==> config.mk <==
export PLATFORM = sky130hd
export DESIGN_NAME = vf_ramp_ctrl_flat
export DESIGN_NICKNAME = d
export VERILOG_FILES = /design/src/rtl/vf_ramp_ctrl_if.sv /design/src/rtl/vf_ramp_ctrl.sv /design/src/flat_wrapper.sv
export SDC_FILE = /design/constraint.sdc
export NUM_CORES = 1
export LEC_CHECK = 0
export ABC_AREA = 1
export CORE_ASPECT_RATIO = 0.8
export CORE_MARGIN = 2
export CORE_UTILIZATION = 62
export CTS_CLUSTER_DIAMETER = 200
export DETAILED_ROUTE_END_ITERATION = 10
export PLACE_DENSITY = 0.82
export SLEW_MARGIN = 20
export SYNTH_ARGS = -nofsm -noshare
export SYNTH_HDL_FRONTEND = slang
export SYNTH_SLANG_ARGS = --single-unit
==> constraint.sdc <==
create_clock -name clk_50_i -period 9.3 [get_ports clk_50_i]
set_input_delay 2.79 -clock clk_50_i [delete_from_list [all_inputs] [get_ports clk_50_i]]
set_output_delay 2.79 -clock clk_50_i [all_outputs]
set_load 0.1 [all_outputs]
==> src/rtl/vf_ramp_ctrl_if.sv <==
// Speed-command handshake between the command source and the V/f ramp sequencer.
interface vf_ramp_ctrl_if #(
  parameter int FREQ_W = 12
);
  logic              cmd_valid;
  logic              cmd_ready;
  logic [FREQ_W-1:0] cmd_freq;
  logic              cmd_run;

  modport master (output cmd_valid, output cmd_freq, output cmd_run, input cmd_ready);
  modport slave  (input cmd_valid, input cmd_freq, input cmd_run, output cmd_ready);
endinterface

==> src/rtl/vf_ramp_ctrl.sv <==
// Run/stop sequencer and V/f set-point scheduler for the PWM reference generator.
// Ramps frequency toward the commanded target, derives amplitude, gates the drivers and latches faults.
module vf_ramp_ctrl #(
  parameter int FREQ_W    = 12,
  parameter int F_MAX     = 600,
  parameter int RAMP_DIV  = 50000,
  parameter int RAMP_STEP = 1,
  parameter int START_CYC = 5000,
  parameter int KVF       = 1747,
  parameter int AMP_MAX   = 4095,
  parameter int AMP_BOOST = 205
) (
  input  logic              clk_50_i,
  input  logic              rst_i,
  vf_ramp_ctrl_if.slave     cmd_if,
  input  logic              fault_in_i,
  input  logic              fault_clr_i,
  output logic [FREQ_W-1:0] freq_out_o,
  output logic [11:0]       amp_out_o,
  output logic              pwm_en_o,
  output logic              upd_strobe_o,
  output logic              at_speed_o,
  output logic [2:0]        state_out_o
);

  localparam int PROD_W  = FREQ_W + 12;
  localparam int TICK_W  = (RAMP_DIV > 1) ? $clog2(RAMP_DIV) : 1;
  localparam int START_W = (START_CYC > 1) ? $clog2(START_CYC) : 1;

  localparam logic [TICK_W-1:0]  TICK_LAST  = TICK_W'(RAMP_DIV - 1);
  localparam logic [TICK_W-1:0]  TICK_ONE   = TICK_W'(1);
  localparam logic [TICK_W-1:0]  TICK_ZERO  = {TICK_W{1'b0}};
  localparam logic [START_W-1:0] START_LAST = START_W'(START_CYC - 1);
  localparam logic [START_W-1:0] START_ONE  = START_W'(1);
  localparam logic [START_W-1:0] START_ZERO = {START_W{1'b0}};
  localparam logic [FREQ_W-1:0]  F_MAX_W    = FREQ_W'(F_MAX);
  localparam logic [FREQ_W-1:0]  STEP_W     = FREQ_W'(RAMP_STEP);
  localparam logic [FREQ_W-1:0]  FREQ_ZERO  = {FREQ_W{1'b0}};

  typedef enum logic [2:0] {
    ST_IDLE  = 3'd0,
    ST_START = 3'd1,
    ST_RAMP  = 3'd2,
    ST_RUN   = 3'd3,
    ST_FAULT = 3'd4
  } state_e;

  state_e             state_q;
  logic [FREQ_W-1:0]  target_q;
  logic [FREQ_W-1:0]  freq_q;
  logic [11:0]        amp_q;
  logic               pwm_en_q;
  logic               upd_strobe_q;
  logic               at_speed_q;
  logic [TICK_W-1:0]  tick_q;
  logic [START_W-1:0] start_cnt_q;

  logic [FREQ_W-1:0]  step_freq_s;
  logic [11:0]        step_amp_s;
  logic [FREQ_W-1:0]  cmd_target_s;
  logic               cmd_accept_s;

  function automatic logic [11:0] amp_of(input logic [FREQ_W-1:0] f);
    logic [PROD_W-1:0] scaled;
    scaled = ({{12{1'b0}}, f} * PROD_W'(KVF)) >> 4'd8;
    if (f == FREQ_ZERO) begin
      amp_of = 12'd0;
    end else if (scaled > PROD_W'(AMP_MAX)) begin
      amp_of = 12'(AMP_MAX);
    end else if (scaled < PROD_W'(AMP_BOOST)) begin
      amp_of = 12'(AMP_BOOST);
    end else begin
      amp_of = scaled[11:0];
    end
  endfunction

  assign cmd_if.cmd_ready = (state_q != ST_FAULT) && !fault_in_i;
  assign cmd_accept_s     = cmd_if.cmd_valid && cmd_if.cmd_ready;
  assign step_amp_s       = amp_of(step_freq_s);

  // Clamped command target and the next frequency one step toward target, landing exactly on it.
  always_comb begin
    cmd_target_s = FREQ_ZERO;
    step_freq_s  = freq_q;
    if (!cmd_if.cmd_run) begin
      cmd_target_s = FREQ_ZERO;
    end else if (cmd_if.cmd_freq > F_MAX_W) begin
      cmd_target_s = F_MAX_W;
    end else begin
      cmd_target_s = cmd_if.cmd_freq;
    end
    if (target_q > freq_q) begin
      if ((target_q - freq_q) <= STEP_W) step_freq_s = target_q;
      else                               step_freq_s = freq_q + STEP_W;
    end else if (target_q < freq_q) begin
      if ((freq_q - target_q) <= STEP_W) step_freq_s = target_q;
      else                               step_freq_s = freq_q - STEP_W;
    end else begin
      step_freq_s = freq_q;
    end
  end

  // Sequencer; a fault overrides every state and zeroes the set-points on the following edge.
  always_ff @(posedge clk_50_i) begin
    if (rst_i) begin
      state_q      <= ST_IDLE;
      target_q     <= FREQ_ZERO;
      freq_q       <= FREQ_ZERO;
      amp_q        <= 12'd0;
      pwm_en_q     <= 1'b0;
      upd_strobe_q <= 1'b0;
      at_speed_q   <= 1'b0;
      tick_q       <= TICK_ZERO;
      start_cnt_q  <= START_ZERO;
    end else if (fault_in_i) begin
      state_q      <= ST_FAULT;
      target_q     <= FREQ_ZERO;
      freq_q       <= FREQ_ZERO;
      amp_q        <= 12'd0;
      pwm_en_q     <= 1'b0;
      at_speed_q   <= 1'b0;
      tick_q       <= TICK_ZERO;
      start_cnt_q  <= START_ZERO;
      upd_strobe_q <= (freq_q != FREQ_ZERO) || (amp_q != 12'd0);
    end else begin
      upd_strobe_q <= 1'b0;
      if (cmd_accept_s) target_q <= cmd_target_s;
      else              target_q <= target_q;
      case (state_q)
        ST_IDLE: begin
          pwm_en_q   <= 1'b0;
          at_speed_q <= 1'b0;
          if (target_q != FREQ_ZERO) begin
            state_q     <= ST_START;
            start_cnt_q <= START_ZERO;
            pwm_en_q    <= 1'b1;
          end
        end
        ST_START: begin
          if (target_q == FREQ_ZERO) begin
            state_q  <= ST_IDLE;
            pwm_en_q <= 1'b0;
          end else if (start_cnt_q == START_LAST) begin
            state_q <= ST_RAMP;
            tick_q  <= TICK_ZERO;
          end else begin
            start_cnt_q <= start_cnt_q + START_ONE;
          end
        end
        ST_RAMP: begin
          if (freq_q == target_q) begin
            if (target_q != FREQ_ZERO) begin
              state_q    <= ST_RUN;
              at_speed_q <= 1'b1;
            end else begin
              state_q  <= ST_IDLE;
              pwm_en_q <= 1'b0;
            end
          end else if (tick_q == TICK_LAST) begin
            freq_q       <= step_freq_s;
            amp_q        <= step_amp_s;
            upd_strobe_q <= 1'b1;
            tick_q       <= TICK_ZERO;
          end else begin
            tick_q <= tick_q + TICK_ONE;
          end
        end
        ST_RUN: begin
          if (target_q != freq_q) begin
            state_q    <= ST_RAMP;
            at_speed_q <= 1'b0;
            tick_q     <= TICK_ZERO;
          end
        end
        ST_FAULT: begin
          pwm_en_q <= 1'b0;
          if (fault_clr_i) state_q <= ST_IDLE;
        end
        default: begin
          state_q    <= ST_IDLE;
          target_q   <= FREQ_ZERO;
          freq_q     <= FREQ_ZERO;
          amp_q      <= 12'd0;
          pwm_en_q   <= 1'b0;
          at_speed_q <= 1'b0;
        end
      endcase
    end
  end

  assign freq_out_o   = freq_q;
  assign amp_out_o    = amp_q;
  assign pwm_en_o     = pwm_en_q;
  assign upd_strobe_o = upd_strobe_q;
  assign at_speed_o   = at_speed_q;
  assign state_out_o  = state_q;

endmodule

==> src/flat_wrapper.sv <==
// flat-port wrapper written by rule: the top's interface ports become plain ports
module vf_ramp_ctrl_flat 
#(
  parameter int FREQ_W    = 12,
  parameter int F_MAX     = 600,
  parameter int RAMP_DIV  = 50000,
  parameter int RAMP_STEP = 1,
  parameter int START_CYC = 5000,
  parameter int KVF       = 1747,
  parameter int AMP_MAX   = 4095,
  parameter int AMP_BOOST = 205
)
  (clk_50_i, rst_i, fault_in_i, fault_clr_i, freq_out_o, amp_out_o, pwm_en_o, upd_strobe_o, at_speed_o, state_out_o, cmd_if_cmd_valid, cmd_if_cmd_freq, cmd_if_cmd_run, cmd_if_cmd_ready);
  vf_ramp_ctrl_if #(.FREQ_W(FREQ_W)) cmd_if_i ();
  input  logic clk_50_i;
  input  logic rst_i;
  input  logic fault_in_i;
  input  logic fault_clr_i;
  output logic [FREQ_W-1:0] freq_out_o;
  output logic [11:0] amp_out_o;
  output logic pwm_en_o;
  output logic upd_strobe_o;
  output logic at_speed_o;
  output logic [2:0] state_out_o;
  input wire logic [$bits(cmd_if_i.cmd_valid)-1:0] cmd_if_cmd_valid;
  input wire logic [$bits(cmd_if_i.cmd_freq)-1:0] cmd_if_cmd_freq;
  input wire logic [$bits(cmd_if_i.cmd_run)-1:0] cmd_if_cmd_run;
  output wire logic [$bits(cmd_if_i.cmd_ready)-1:0] cmd_if_cmd_ready;
  assign cmd_if_i.cmd_valid = cmd_if_cmd_valid;
  assign cmd_if_i.cmd_freq = cmd_if_cmd_freq;
  assign cmd_if_i.cmd_run = cmd_if_cmd_run;
  assign cmd_if_cmd_ready = cmd_if_i.cmd_ready;
  vf_ramp_ctrl #(.FREQ_W(FREQ_W), .F_MAX(F_MAX), .RAMP_DIV(RAMP_DIV), .RAMP_STEP(RAMP_STEP), .START_CYC(START_CYC), .KVF(KVF), .AMP_MAX(AMP_MAX), .AMP_BOOST(AMP_BOOST)) u_core (.clk_50_i(clk_50_i), .rst_i(rst_i), .cmd_if(cmd_if_i), .fault_in_i(fault_in_i), .fault_clr_i(fault_clr_i), .freq_out_o(freq_out_o), .amp_out_o(amp_out_o), .pwm_en_o(pwm_en_o), .upd_strobe_o(upd_strobe_o), .at_speed_o(at_speed_o), .state_out_o(state_out_o));
endmodule
==> results of run 1 <==
[logic make-up (layout without fill, tap and decap cells)]
logic type	count (synthesis)	in the layout
simple gates	762	762
buf+inv	287	325
fa+ha+maj	144	144
compound gates	121	121
flops	71	71
xor+xnor	35	35
[worst max-delay path, delay by kind of cell (launching register included)]
family	cells	cell delay (ps)
AOI/OAI and AO/OA	1	260
adders and majority gates	7	3410
buffers and inverters	8	750
DFF	1	550
and+or+nand+nor	24	3410
[worst min path at each step]
stage,slack [ps],cells past startpoint,from,endpoint
after floorplan,460,1,u_core.tick_q[3],u_core.tick_q[3]
after global placement,460,2,u_core.amp_out_o[3],u_core.amp_out_o[3]
after detailed placement,480,2,u_core.amp_out_o[3],u_core.amp_out_o[3]
after CTS,480,2,u_core.amp_out_o[3],u_core.amp_out_o[3]
after global routing,500,2,u_core.amp_out_o[9],u_core.amp_out_o[9]
final,480,2,u_core.amp_out_o[6],u_core.amp_out_o[6]
[power groups by stage]
stage | clock, mW | sequential (mW) | combinational [mW]
6_report | 0.373 | 0.309 | 1.39
3_3_place_gp | 0 | 0.316 | 1.33
2_1_floorplan | 0 | 0.323 | 1.01
3_5_place_dp | 0 | 0.316 | 1.34
5_1_grt | 0.392 | 0.310 | 1.57
4_1_cts | 0.375 | 0.309 | 1.36
[final cells by class]
type	count	area, sq um
multi-input combinational	1062	6560
fill	1265	4360
sequential	71	1420
inverter	260	976
timing repair buffer	49	488
tap	184	230
clock buffer	9	225
clock inverter	7	90.1
[sequential cells by signal (all words and copies together) (netlist names)]
signal / flops
u_core.tick_q: 16
u_core.start_cnt_q: 13
u_core.amp_out_o: 12
u_core.freq_out_o: 12
u_core.target_q: 12
u_core.state_out_o: 3
u_core.at_speed_o: 1
u_core.pwm_en_o: 1
u_core.upd_strobe_o: 1
[metrics by stage]
step | cell area, sq um | setup WS [ps] | std cells | power, mW | hold WS, ps
CTS | 9980 | 1010 | 1642 | 2.04 | 482
global placement | 9660 | 1140 | 1626 | 1.64 | 460
global route | 9990 | 274 | 1642 | 2.28 | 501
detailed placement | 9660 | 1060 | 1626 | 1.66 | 475
floorplan | 9110 | 1880 | 1420 | 1.34 | 456
finish | 9990 | 800 | 1642 | 2.07 | 477
[cell usage after synthesis (all sizes together) (3+ instances only)]
| master | count |
|---|---|
| nand2 | 398 |
| inv | 258 |
| nand3 | 153 |
| nor2 | 116 |
| ha | 103 |
| dfxtp | 71 |
| a21oi | 70 |
| fa | 41 |
| nand4 | 39 |
| o21ai | 34 |
| xor2 | 34 |
| nor3 | 26 |
| buf | 20 |
| nor4 | 14 |
| nand3b | 10 |
| clkbuf | 7 |
| a22oi | 3 |
| nor3b | 3 |
| o21bai | 3 |
[layer usage]
| layer | vias up | track usage [%] | part of all wire [%] |
|---|---|---|---|
| met2 | 561 | 48.1 | 40 |
| met3 | 43 | 7.64 | 13 |
| met5 | - | 0 | 0 |
| met4 | 0 | 6.07 | 1.4 |
| met1 | 4284 | 51.2 | 46 |
| li1 | 4600 | - | - |
[cell usage in the layout, fill, tap and decap left out, types with 10 or more instances in the layout]
cell type,n
a21oi_1,68
clkdlybuf4s50_1,48
dfxtp_1,71
fa_1,41
ha_1,103
inv_1,243
inv_2,15
nand2_1,389
nand3_1,142
nand3_2,11
nand3b_1,10
nand4_1,39
nor2_1,97
nor2_2,14
nor3_1,23
nor4_1,12
o21ai_0,30
xor2_1,34
==> flow_metrics.tcl, run 1 <==
set metrics [dict create \
    status "completed" \
    reg2reg_slack_ps 800 \
    cp_max_fo 13 \
    r2r_end "u_core.amp_out_o[8]" \
    synth_xor_area_share_pct 3.36 \
    crit_path_max_incr_delay_ps 580 \
    drv_cap 0 \
    cts_sinks 71 \
    relSlewSlack_pct 31.9 \
    p_int_mw 0.998 \
    synth_top_cell_by_area "nand2_1" \
    coreArea_sq_um 14300 \
    synth_area_per_cell_sq_um 6.42 \
    post-cts-setup-buffer-count 0 \
    worstSetupStartpointType "flop" \
    min_period_ps 8500 \
    drc 0 \
    clockBufferDepth 2 \
    netlist_area_sq_um 9110 \
    initial_core_util_pct 63.5 \
    grt_pass1_vias 8497 \
    end_kind "flop" \
    synthSimpleGateAreaFrac_pct 37.9 \
    synth_fa_ha_area_share_pct 23.1 \
    min_period_over_period_pct 91.4 \
    cts_resized 0 \
    grt_pass1_wl_um 42500 \
    ir_worst_vdd_mv 0.170 \
    ys.flop_type "dfxtp_1" \
    power_frac_clock_pct 18.0 \
    cts_made_buffers 9 \
    globalplace.congestion 1.03 \
    grt_max_degree 25 \
    power_leakage_nw 5.11 \
    ys_seq_area_share_pct 15.6 \
    cpMaxStageDelayCell "fa_1" \
    ys_top_cells_by_area "nand2_1, dfxtp_1, ha_1" \
    io_buffers 48 \
    die_area_sq_um 15700 \
    grt.overflow.total 0 \
    synth_compound_area_share_pct 7.41 \
    final_util_pct 69.6 \
    dp_hpwl_um 20800 \
    clock_latency_ps 350 \
    syn-num-nets 1582 \
    postCtsHoldBufs 0 \
    power.density_nw_per_um2 207 \
    synth_edf_count 0 \
    finalWirelength_um 25800 \
    cts.reportedPaths.clkPinSlew_ps 60 \
    rr_worst_depth 40 \
    cts_tree "built" \
    first_iter_violations 1144 \
    drive_gt1_share_pct 5.69 \
    switchingPower_mw 1.07 \
    netlist_instances 1420 \
    track_usage_pct 33.3 \
    crit_type "flop to flop" \
    wire_per_inst_um 15.7 \
    hold_viol_final 0 \
    clock.fmax_mhz 118 \
    num_antenna_cells 0 \
    setup_viol_count_final 0 \
    worstSetupEndpoint "u_core.amp_out_o[8]" \
    nNetsFinal 1615 \
    die_h_um 112 \
    viasPerCell 5.78 \
    htreeDepth 3 \
    finClkSkew_ps 11.3 \
    root_buffer "clkbuf_16" \
    antenna_found_initial 0 \
    tightest_slew_ps 1020 \
    die_w_um 140 \
    synth_top_family_by_area "simple AND/OR/NAND/NOR gates" \
    drt_first_pass_iters 6 \
    rsz0062_at_grt "false" \
    synth-seq-cells 71 \
    ant_nets 0 \
    ioPinCount 49 \
    rr_startpoint "u_core.freq_out_o[3]" \
    synth_top_area_share_pct 16.0 \
    slew_viol_final 0 \
    p_sw_share_pct 51.8 \
    vias 9488 \
    area_growth_pct 9.55 \
    rows 39 \
    cp.required_ps 9540 \
    tns_ps 0 \
    path_common_cell "nand2_1" \
    crit_arrival_ps 8740 \
    p_comb_share_pct 67.0 \
    yosysWarnings 0 \
    synth_cell_types 47 \
    synthArstFlopShare_pct 0 \
    power.share.sequential_pct 15.0 \
    crit_start "u_core.freq_out_o[3]" \
    hold_path_class "flop to flop" \
    synth_mux_area_share_pct 0 \
]
Note: power is estimated with default switching activity, not from simulation.
==> run 2: changes to the inputs <==
--- a/config.mk
+++ b/config.mk
@@ -11,6 +11,7 @@
 export CORE_UTILIZATION = 62
 export CTS_CLUSTER_DIAMETER = 200
 export DETAILED_ROUTE_END_ITERATION = 10
+export GPL_ROUTABILITY_DRIVEN = 0
 export PLACE_DENSITY = 0.82
 export SLEW_MARGIN = 20
 export SYNTH_ARGS = -nofsm -noshare
==> run 2 against run 1 <==
  * First-iteration DRC count down 5.9%
  * Sequential power is essentially flat
  * Register-to-register slack improved by 50 ps
  * Setup slack better by 50 ps
  * Combinational power about the same
  * Die area did not move
  * Highest routed layer unchanged
  * Hold slack gained 0.60 ps
  * Clock power is 1% higher
  * Sequential cell count did not move
  * Fmax increased by 0.59%
  * Largest power group unchanged
  * Sequential share of layout area hardly changed
  * Critical path depth shrank 3
==> flow_metrics.tcl, run 2 (synthesis results as in run 1) <==
set metrics [dict create \
    io_buffers 48 \
    relSlewSlack_pct 26.9 \
    grt_pass1_wl_um 41900 \
    tightest_slew_ps 1100 \
    die_area_sq_um 15700 \
    power.density_nw_per_um2 207 \
    min_period_ps 8450 \
    top_layer_used "met4" \
    cts.reportedPaths.clkPinSlew_ps 60 \
    reg2reg_slack_ps 850 \
    wire_per_inst_um 15.2 \
    grt.overflow.total 0 \
    finalWirelength_um 25000 \
    end_kind "flop" \
    layout_common_cells "nand2_1, inv_1, nand3_1, ha_1, nor2_1" \
    wl_met3_um 3070 \
    track_usage_pct 32.4 \
    wl_met2_um 10200 \
    grt_max_degree 25 \
    coreArea_sq_um 14300 \
    die_h_um 112 \
    status "completed" \
    die_w_um 140 \
    top_register "u_core.tick_q" \
    ant_nets 0 \
    clock.fmax_mhz 118 \
    ioPinCount 49 \
    power_leakage_nw 5.12 \
    reg_top3 "u_core.tick_q (16), u_core.start_cnt_q (13)" \
    cp_top_family "adder cells" \
    rsz0062_at_grt "false" \
    rows 39 \
    drc 0 \
    wl_met1_um 11200 \
    path_buf_inv 7 \
    setup_viol_count_final 0 \
    min_period_over_period_pct 90.9 \
    area_growth_pct 9.54 \
    cpMaxStageDelayCell "fa_1" \
    grt_pass1_vias 8638 \
    drt_first_pass_iters 7 \
    worstSetupStartpointType "flop" \
    slew_viol_final 0 \
    cts_sinks 71 \
    layout_commonest_cell "nand2_1" \
    crit_type "flop to flop" \
    hold_viol_final 0 \
    tns_ps 0 \
    initial_core_util_pct 63.5 \
    dp_hpwl_um 20200 \
    dp.cells 1626 \
    crit_arrival_ps 8690 \
    htreeDepth 3 \
    post-cts-setup-buffer-count 0 \
    antenna_found_initial 1 \
    largest_register_ff_count 16 \
    cts_resized 0 \
    cp.required_ps 9540 \
    hold_path_class "flop to flop" \
    finalNonFillerCells 1642 \
    first_iter_violations 1076 \
    finClkSkew_ps 8.36 \
    cp_max_fo 13 \
    cts_tree "built" \
    path_common_cell "nand2_1" \
    clockBufferDepth 2 \
    postCtsHoldBufs 0 \
    cts_made_buffers 9 \
    clock_latency_ps 340 \
    drv_cap 0 \
    drive_gt1_share_pct 5.56 \
    crit_path_max_incr_delay_ps 580 \
    root_buffer "clkbuf_16" \
    viasPerCell 5.73 \
    nNetsFinal 1615 \
    vias 9414 \
    ir_worst_vdd_mv 0.154 \
]
[run 2: cell count changes in the layout (fill, tap and decap cells not counted), sizes merged]
cell,delta
inv,-2
clkinv,+1
diode,+1
clkinvlp,-1
bufinv,+1
[run 2: metal layers]
metal | GRT usage (%) | vias to the layer above
met2 | 46.8 | 537
met3 | 8.53 | 68
li1 | - | 4604
met4 | 8.13 | 0
met5 | 0 | -
met1 | 48.0 | 4205
[run 2: cell type report]
class	instances	area, sq um
repair buffers	49	488
clock buffers	9	225
well taps	184	230
inverters	260	976
clock inverters	6	93.8
flip-flops and latches	71	1420
diodes	1	2.50
fillers	1287	4360
multi-input cells	1062	6550
[run 2: worst min-delay path, cell delays in order (launching register included)]
cell	delay, ps
dfxtp_1	330
nand2_1	70
nand2_1	40
[run 2: power by group]
group | switching [mW] | internal, mW
Clock | 0.143 | 0.235
Sequential | 0.00328 | 0.306
Combinational | 0.901 | 0.477
[run 2: path summary, 6_finish.rpt]
path | start | depth (start not counted) | endpoint
worst max-delay path | u_core.freq_out_o[2] | 37 | u_core.amp_out_o[9]
worst min-delay path | u_core.amp_out_o[6] | 2 | u_core.amp_out_o[6]
worst max register to register | u_core.freq_out_o[2] | 37 | u_core.amp_out_o[9]
worst min register to register | u_core.amp_out_o[6] | 2 | u_core.amp_out_o[6]
[run 2: stage by stage]
| stage | hold WS [ps] | total power [mW] | util [%] | cell area (sq um) | setup slack, ps |
|---|---|---|---|---|---|
| floorplan | 456 | 1.34 | - | 9110 | 1880 |
| global placement | 464 | 1.62 | 67.4 | 9660 | 1300 |
| detailed placement | 472 | 1.65 | 67.4 | 9660 | 1100 |
| CTS | 481 | 2.04 | 69.6 | 9980 | 1060 |
| global route | 500 | 2.27 | 69.6 | 9980 | 197 |
| finish | 477 | 2.07 | 69.6 | 9980 | 850 |
==> run 3: changes to the inputs <==
--- a/config.mk
+++ b/config.mk
@@ -6,7 +6,8 @@
 export NUM_CORES = 1
 export LEC_CHECK = 0
 export ABC_AREA = 1
-export CORE_ASPECT_RATIO = 0.8
+export CAP_MARGIN = 40
+export CORE_ASPECT_RATIO = 2
 export CORE_MARGIN = 2
 export CORE_UTILIZATION = 62
 export CTS_CLUSTER_DIAMETER = 200
@@ -17,3 +18,4 @@
 export SYNTH_ARGS = -nofsm -noshare
 export SYNTH_HDL_FRONTEND = slang
 export SYNTH_SLANG_ARGS = --single-unit
+export TNS_END_PERCENT = 5
==> run 3 against run 2 <==
  * Cell count rose by 2.6%
  * Largest cell class unchanged
  * Fmax is 1.0% lower
  * Largest power group unchanged
  * Register-to-register slack got worse by 90 ps
  * Critical path type unchanged
  * Utilization grew 3.8 points
  * Final area increased by 5.6%
  * Clock power grew 3%
  * Global-route usage up 5.2 points
  * Sequential cell count unchanged
  * Sequential power barely moved
  * Die area is 0.33% higher
  * First-iteration DRC count decreased by 25%
==> flow_metrics.tcl, run 3 (synthesis results as in run 1) <==
set metrics [dict create \
    status "completed" \
    cp_top_family "simple AND/OR/NAND/NOR gates" \
    drt_first_pass_iters 5 \
    wl_met3_um 1740 \
    clockBufferDepth 2 \
    drc 0 \
    path_buf_inv 8 \
    clock_latency_ps 350 \
    top_register "u_core.tick_q" \
    io_buffers 48 \
    worstSetupEndpoint "u_core.amp_out_o[4]" \
    ant_nets 0 \
    ir_worst_vdd_mv 0.338 \
    postCtsHoldBufs 0 \
    layout_common_cells "nand2_1, inv_1, nand3_1, ha_1, nor2_1" \
    cts.reportedPaths.clkPinSlew_ps 60 \
    placed_cell_area_sq_um 10200 \
    r2r_end "u_core.amp_out_o[4]" \
    rows 62 \
    min_period_ps 8540 \
    viasPerCell 5.80 \
    slew_viol_final 0 \
    cp.depth 40 \
    reg_top3 "u_core.tick_q (16), u_core.start_cnt_q (13)" \
    die_h_um 175 \
    setup_viol_count_final 0 \
    grt_max_degree 19 \
    grt_pass1_vias 10162 \
    num-fill-cells 1196 \
    largest_register_ff_count 16 \
    crit_arrival_ps 8780 \
    vias 9763 \
    rr_worst_depth 40 \
    cts_sinks 71 \
    min_period_over_period_pct 91.8 \
    power_leakage_nw 5.38 \
    final_util_pct 73.4 \
    die_area_sq_um 15700 \
    crit_path_max_incr_delay_ps 560 \
    die_w_um 89.7 \
    hold_path_class "flop to flop" \
    crit_type "flop to flop" \
    fin_area_sq_um 10500 \
    wl_met1_um 9240 \
    first_iter_violations 811 \
    grt.overflow.total 0 \
    htreeDepth 3 \
    hold_viol_final 0 \
    post-cts-setup-buffer-count 0 \
    rsz0062_at_grt "false" \
    initial_core_util_pct 63.5 \
    root_buffer "clkbuf_16" \
    drive_gt1_share_pct 7.71 \
    worstSetupStartpointType "flop" \
    hold_ws_ps 470 \
    cp.required_ps 9540 \
    pre_cts_slack_ps 1030 \
    cts_made_buffers 9 \
    area_growth_pct 15.6 \
    num_antenna_cells 0 \
    track_usage_pct 37.6 \
    dp_hpwl_um 23100 \
    cts_tree "built" \
    antenna_found_initial 0 \
    path_common_cell "nand2_1" \
    cp_max_fo 13 \
    ioPinCount 49 \
    coreArea_sq_um 14400 \
    relSlewSlack_pct 54.7 \
    tightest_slew_ps 678 \
    power.density_nw_per_um2 202 \
    crit_start "u_core.freq_out_o[3]" \
    cts_resized 0 \
    nNetsFinal 1649 \
    wire_per_inst_um 17.4 \
    finClkSkew_ps 11.2 \
    layout_commonest_cell "nand2_1" \
    tns_ps 0 \
    reg2reg_slack_ps 760 \
    top_layer_used "met4" \
    finalWirelength_um 29200 \
    wl_met2_um 15100 \
    cpMaxStageDelayCell "dfxtp_1" \
    end_kind "flop" \
    clock.fmax_mhz 117 \
    worst_slack_ps 764 \
    drv_cap 0 \
    rr_startpoint "u_core.freq_out_o[3]" \
    grt_pass1_wl_um 47500 \
]
## run 3: area by class of cell
type / instances / area, sq um / share of cell area [%]
Tap cell: 192 / 240 / 2.28
Clock inverter: 6 / 93.8 / 0.890
Multi-Input combinational cell: 1062 / 6550 / 62.1
Clock buffer: 10 / 229 / 2.17
Timing Repair Buffer: 83 / 1030 / 9.78
Sequential cell: 71 / 1420 / 13.5
Inverter: 260 / 976 / 9.26
## run 3: power by group
part           internal, mW  total, mW  switching [mW]
Clock                 0.237      0.388           0.151
Sequential            0.306      0.310         0.00378
Combinational         0.480       1.43           0.953
## run 3: stage by stage
stage          power, mW  std cells
6_report            2.13       1684
5_1_grt             2.30       1684
4_1_cts             2.09       1683
3_5_place_dp        1.70       1667
3_3_place_gp        1.67       1635
2_1_floorplan       1.34       1420
## run 3: worst min-delay path by stage
stage                        start                   to  slack (ps)  depth (start not counted)
6_report       u_core.amp_out_o[6]  u_core.amp_out_o[6]         470                          2
5_1_grt            u_core.pwm_en_o      u_core.pwm_en_o         500                          2
4_1_cts        u_core.amp_out_o[6]  u_core.amp_out_o[6]         470                          2
3_5_place_dp   u_core.amp_out_o[3]  u_core.amp_out_o[3]         460                          2
3_3_place_gp   u_core.amp_out_o[9]  u_core.amp_out_o[9]         460                          2
2_1_floorplan     u_core.tick_q[3]     u_core.tick_q[3]         460                          1
## run 3: worst min-delay path: stages, from the launching register on
cell,delay (ps)
dfxtp_1,320
nand2_1,60
nand2_1,40
## run 3: per-layer routing
layer  track usage, %  vias to the layer above
li1                 -                     4674
met5                0                        -
met4             33.2                        0
met1             33.8                     4358
met3             6.31                      244
met2             70.9                      487
